**src/rtl/dco_counter_osc_pkg.sv**
```systemverilog
// Shared constants for the counter-based DCO: FSM state encoding and default
// half-period settings.
package dco_counter_osc_pkg;

    localparam logic [1:0] ST_IDLE = 2'd0;
    localparam logic [1:0] ST_HIGH = 2'd1;
    localparam logic [1:0] ST_LOW  = 2'd2;

    localparam int DEF_CENTRE_HALF = 32;
    localparam int DEF_MIN_HALF    = 2;
    localparam int DEF_MAX_HALF    = 255;

endpackage

```
**src/rtl/dco_half_period_calc.sv**
```systemverilog
// Combinational half-period length: centre minus the scaled control code,
// clamped into the legal counter range.
module dco_half_period_calc
    import dco_counter_osc_pkg::*;
#(
    parameter int DCO_CC_WIDTH = 5,
    parameter int COUNT_WIDTH  = 8,
    parameter int CENTRE_HALF  = DEF_CENTRE_HALF,
    parameter int GAIN_SHIFT   = 0,
    parameter int MIN_HALF     = DEF_MIN_HALF,
    parameter int MAX_HALF     = DEF_MAX_HALF
) (
    input  logic signed [DCO_CC_WIDTH-1:0] i_dcoCc,
    output logic        [COUNT_WIDTH-1:0]  o_halfPeriod
);

    // Wide enough that the most negative code at full gain cannot overflow.
    localparam int CALC_W = COUNT_WIDTH + GAIN_SHIFT + DCO_CC_WIDTH + 1;

    localparam logic signed [CALC_W-1:0] C_CENTRE = CALC_W'(CENTRE_HALF);
    localparam logic signed [CALC_W-1:0] C_MIN    = CALC_W'(MIN_HALF);
    localparam logic signed [CALC_W-1:0] C_MAX    = CALC_W'(MAX_HALF);

    logic signed [CALC_W-1:0] w_ccExt;
    logic signed [CALC_W-1:0] w_scaled;
    logic signed [CALC_W-1:0] w_half;

    assign w_ccExt  = {{(CALC_W-DCO_CC_WIDTH){i_dcoCc[DCO_CC_WIDTH-1]}}, i_dcoCc};
    assign w_scaled = w_ccExt <<< GAIN_SHIFT;
    assign w_half   = C_CENTRE - w_scaled;

    always_comb begin
        if (w_half < C_MIN) begin
            o_halfPeriod = COUNT_WIDTH'(MIN_HALF);
        end else if (w_half > C_MAX) begin
            o_halfPeriod = COUNT_WIDTH'(MAX_HALF);
        end else begin
            o_halfPeriod = w_half[COUNT_WIDTH-1:0];
        end
    end

endmodule

```
**src/rtl/dco_counter_osc.sv**
```systemverilog
// Counter-based DCO: each output half-period counts a clamped number of
// gen_clk_i cycles, with the control code sampled only at phase boundaries.
module dco_counter_osc
    import dco_counter_osc_pkg::*;
#(
    parameter int DCO_CC_WIDTH = 5,
    parameter int COUNT_WIDTH  = 8,
    parameter int CENTRE_HALF  = DEF_CENTRE_HALF,
    parameter int GAIN_SHIFT   = 0,
    parameter int MIN_HALF     = DEF_MIN_HALF,
    parameter int MAX_HALF     = DEF_MAX_HALF
) (
    input  logic                           gen_clk_i,
    input  logic                           reset_i,
    input  logic                           enable_i,
    input  logic signed [DCO_CC_WIDTH-1:0] dco_cc_i,
    output logic                           dco_clk_o,
    output logic                           dco_edge_o,
    output logic signed [DCO_CC_WIDTH-1:0] cc_applied_o,
    output logic                           running_o
);

    logic [COUNT_WIDTH-1:0]         w_halfPeriod;
    logic [COUNT_WIDTH-1:0]         w_loadCount;

    logic [1:0]                     r_state;
    logic [COUNT_WIDTH-1:0]         r_count;
    logic                           r_dcoClk;
    logic                           r_dcoEdge;
    logic signed [DCO_CC_WIDTH-1:0] r_ccApplied;
    logic                           r_running;

    dco_half_period_calc #(
        .DCO_CC_WIDTH (DCO_CC_WIDTH),
        .COUNT_WIDTH  (COUNT_WIDTH),
        .CENTRE_HALF  (CENTRE_HALF),
        .GAIN_SHIFT   (GAIN_SHIFT),
        .MIN_HALF     (MIN_HALF),
        .MAX_HALF     (MAX_HALF)
    ) u_halfCalc (
        .i_dcoCc      (dco_cc_i),
        .o_halfPeriod (w_halfPeriod)
    );

    // Clamp guarantees w_halfPeriod >= 1, so this never wraps.
    assign w_loadCount = w_halfPeriod - COUNT_WIDTH'(1);

    // Enable is only looked at when idle or at the end of a LOW phase, so a
    // started period always completes and the output ends low.
    always_ff @(posedge gen_clk_i or posedge reset_i) begin
        if (reset_i) begin
            r_state     <= ST_IDLE;
            r_count     <= '0;
            r_dcoClk    <= 1'b0;
            r_dcoEdge   <= 1'b0;
            r_ccApplied <= '0;
            r_running   <= 1'b0;
        end else begin
            r_dcoEdge <= 1'b0;
            case (r_state)
                ST_IDLE: begin
                    r_dcoClk <= 1'b0;
                    if (enable_i) begin
                        r_state     <= ST_HIGH;
                        r_dcoClk    <= 1'b1;
                        r_dcoEdge   <= 1'b1;
                        r_count     <= w_loadCount;
                        r_ccApplied <= dco_cc_i;
                        r_running   <= 1'b1;
                    end
                end
                ST_HIGH: begin
                    if (r_count != '0) begin
                        r_count <= r_count - COUNT_WIDTH'(1);
                    end else begin
                        r_state     <= ST_LOW;
                        r_dcoClk    <= 1'b0;
                        r_count     <= w_loadCount;
                        r_ccApplied <= dco_cc_i;
                    end
                end
                ST_LOW: begin
                    if (r_count != '0) begin
                        r_count <= r_count - COUNT_WIDTH'(1);
                    end else if (enable_i) begin
                        r_state     <= ST_HIGH;
                        r_dcoClk    <= 1'b1;
                        r_dcoEdge   <= 1'b1;
                        r_count     <= w_loadCount;
                        r_ccApplied <= dco_cc_i;
                    end else begin
                        r_state   <= ST_IDLE;
                        r_running <= 1'b0;
                    end
                end
                default: begin
                    r_state   <= ST_IDLE;
                    r_dcoClk  <= 1'b0;
                    r_count   <= '0;
                    r_running <= 1'b0;
                end
            endcase
        end
    end

    assign dco_clk_o    = r_dcoClk;
    assign dco_edge_o   = r_dcoEdge;
    assign cc_applied_o = r_ccApplied;
    assign running_o    = r_running;

endmodule
```
**config.mk**
```make
export PLATFORM = sky130hd
export DESIGN_NAME = dco_counter_osc
export DESIGN_NICKNAME = d
export VERILOG_FILES = /design/src/rtl/dco_counter_osc_pkg.sv /design/src/rtl/dco_half_period_calc.sv /design/src/rtl/dco_counter_osc.sv
export SDC_FILE = /design/constraint.sdc
export NUM_CORES = 1
export LEC_CHECK = 0
export CAP_MARGIN = 10
export CORE_UTILIZATION = 28
export CTS_CLUSTER_DIAMETER = 60
export DETAILED_ROUTE_END_ITERATION = 6
export PLACE_DENSITY = 0.58
export SYNTH_ARGS = -nofsm -noshare
export SYNTH_HDL_FRONTEND = slang
export SYNTH_SLANG_ARGS = --single-unit
```
**constraint.sdc**
```tcl
create_clock -name gen_clk_i -period 2.2 [get_ports gen_clk_i]
set_input_delay 0.55 -clock gen_clk_i [delete_from_list [all_inputs] [get_ports gen_clk_i]]
set_output_delay 0.55 -clock gen_clk_i [all_outputs]
set_load 0.01 [all_outputs]
```
==> reports/summary.txt <==
RSZ-0062 raised after global routing = yes
simple-gate share of the synthesized area = 0.212
Ant. Diodes = 0
clk_skew = 9.05 ps
Crit Path Class = reg -> reg
XOR/XNOR Fraction of Synth Area = 0.0443
clock buffer depth = 2
status = complete, no violations
Global Route Usage Sum = 0.152
GRT overflow = 0
Area growth syn-to-layout = 37.4%
final instance area = 1900 um2
Yosys cell types = 44
worst skew pair latency = 260 ps
global-route wire length before repair = 6250 um
Synth area leaders = dfrtp_1 33%, o21ai_0 5.1%, a21oi_1 4.3%
max incr delay on CP = 510 ps
worst reg2reg path depth = 8
Final Worst Setup Slack = 62.4 ps
initial antenna violation count = 0
fraction of layout cells with a size suffix above 1 = 0.272
row count = 25
total power = 1790 uW
Die ar. = 5230 um2
Leak = 0.000768 uW
vias = 1378
DRT iter0 DRCs = 104
routed length per instance = 13.5 um
CTS root buf = clkbuf_8
vias per std cell = 5.05
fin nets = 219
die height = 72.3 um
Worst Path Required = 2340 ps
cell area after synthesis = 1380 um2
worst min-delay path class = reg -> reg
DIE WIDTH = 72.3 um
Async SR Flop Fraction = 1.00
final wirelength = 3700 um
Worst Path Max Fanout = 5
largest family of logic cells by synthesized area = compound AO/OA/AOI/OAI gates
Final HPWL DP = 2700 um
endpoints failing setup = 0
pre-CTS setup slack = -411 ps
Crit-path slowest cell = or4b_4
top-count cell post-synth = dfrtp_1
H-tree Lvls = 1
Yosys top cell by area = dfrtp_1
Hold Vio Cnt, Final = 0
TritonCTS clock tree = yes
P per Cell Area = 940 nW/um2
CTS Sinks = 18
ys flop type = dfrtp_1
Worst VDD drop = 0.417 mV
syn nets = 178
Yosys reg bits = 18
io pins = 16
normalized max-slew margin = 0.699
Setup crit start kind = flop
Area after DPL = 1840 um2
Final min period = 2140 ps
post-CTS setup buffers = 0
initial cell density of the core = 0.291
Synth Area in Compound Gates = 0.256
worst slew pin tran = 451 ps
hold buffer count at CTS = 0
Ys Warns = 0
Pre-antenna DRT Iters = 4
mux share of post-synthesis cell area = 0.0696
hold depth = 1
fmax = 0.468 GHz
CP Data Arrival Time = 2280 ps
Final ANT Viol Nets = 0
Commonest cells post-synth = 18 x dfrtp_1, 14 x o21ai_0, 13 x nor2_1
fin. max-slew vios = 0
sequential share of the synthesized area = 0.325
clock buffer count from CTS = 3
GPL Wtd Cong = 0.849
synthesized area per cell = 8.29 um2
crit path cell chain = inv_1 > ha_2 > or4b_4 > or2_4 > buf_4 > nor2_2 > nor3_1 > or3_1
Final Cycle Share = 0.972
remaining routing DRC violations = 0
vias in the first global route = 1286
Critical Path Sink Type = flop
number of flops mapped to enable cells by yosys = 0
Layout fillers = 501
Fin Hold WS = 510 ps
post-synth top area share = 0.325
Clk pin slew, worst setup/hold paths = 80 ps
Syn Inst Count = 167
number of buffers added on ports = 15
adder-cell share of the synthesized area = 0.0271
largest net degree at the start of global routing = 19
setup TNS = 0 ps
core area = 4750 um2
max_cap viols = 0
==> cell usage in the layout, fill, tap and decap left out, types with 2 or more instances in the layout <==
cell / Yosys / final
ha_2: 0 / 2
xor2_1: 2 / 2
or4_1: 2 / 2
buf_4: 0 / 34
nand3_1: 2 / 2
o31ai_1: 2 / 2
mux2_2: 5 / 5
a21oi_1: 12 / 11
mux2i_1: 4 / 4
o21ai_0: 14 / 14
nand2b_1: 7 / 7
nor2b_1: 2 / 2
o22ai_1: 5 / 5
clkdlybuf4s50_1: 0 / 13
xnor2_1: 5 / 5
inv_1: 9 / 7
dfrtp_1: 18 / 18
o32ai_1: 3 / 3
a211oi_1: 4 / 4
nor3b_1: 3 / 3
nor3_1: 3 / 3
dlygate4sd2_1: 0 / 2
a22oi_1: 2 / 2
nand2_1: 9 / 9
or3_1: 3 / 3
clkbuf_8: 0 / 3
nor2_1: 13 / 12
o211ai_1: 2 / 2
inv_2: 0 / 2
nor4_1: 3 / 2
a31oi_1: 2 / 2
o21a_1: 2 / 2
==> worst max-delay path: cells and delay by family (launching register included) <==
family / cells / cell delay, ps
adder cells (fa/ha/maj): 1 / 180
buffers and inverters: 2 / 230
flip-flops: 1 / 380
AND/OR/NAND/NOR: 5 / 1230
==> power breakdown <==
group | total (uW) | leakage [uW] | internal [uW] | switching (uW)
Combinational | 994 | 0.000532 | 539 | 455
Sequential | 556 | 0.000214 | 467 | 89.1
Clock | 238 | 0.0000216 | 122 | 116
==> final cells by class <==
type | count | area, um2 | share of cell area
tap | 67 | 83.8 | 0.0441
inverter | 9 | 33.8 | 0.0178
multi-input combinational | 127 | 890 | 0.468
clock buffer | 3 | 41.3 | 0.0217
timing repair buffer | 49 | 403 | 0.212
sequential | 18 | 450 | 0.237
==> metal layers <==
layer  vias to the layer above  global-route usage  share of wire  wire [um]
li1                        688                   -              -          -
met1                       643               0.230           0.49       1800
met2                        43               0.225           0.45       1660
met3                         4              0.0278          0.055        205
met4                         0              0.0283         0.0089         33
met5                         -                   0              0          0
==> what timing repair did <==
action	CTS	global route
pin swaps	0	2
gates resized for setup	4	4
endpoints found under the setup margin	8	8
==> worst paths after layout <==
path	from	end	slack (ps)
setup / recovery	r_count[0]	r_count[2]	60
setup reg to reg	r_count[0]	r_count[2]	60
max in group asynchronous	reset_i	r_count[6]	1390
hold / removal	cc_applied_o[0]	cc_applied_o[0]	510
min in group asynchronous	reset_i	cc_applied_o[0]	600
hold reg to reg	cc_applied_o[0]	cc_applied_o[0]	510
==> cells by family after synthesis <==
kind of cell,Yosys count
AO/OA/AOI/OAI,55
XOR/XNOR,7
adder cells (fa/ha/maj),3
buffers and inverters,22
flip-flops,18
multiplexers,9
AND/OR/NAND/NOR,53
==> flip-flops by register name (all words and copies together), names as in the netlist <==
register / flops
r_count: 8
cc_applied_o: 5
r_state: 2
dco_clk_o: 1
dco_edge_o: 1
running_o: 1
==> per-stage QoR <==
| step | utilization | instances |
|---|---|---|
| 5_1_grt | 0.400 | 273 |
| 2_1_floorplan | - | 167 |
| 6_report | 0.400 | 273 |
| 3_5_place_dp | 0.387 | 270 |
| 3_3_place_gp | 0.387 | 270 |
| 4_1_cts | 0.397 | 273 |
Power figures use the tool's default switching activity.
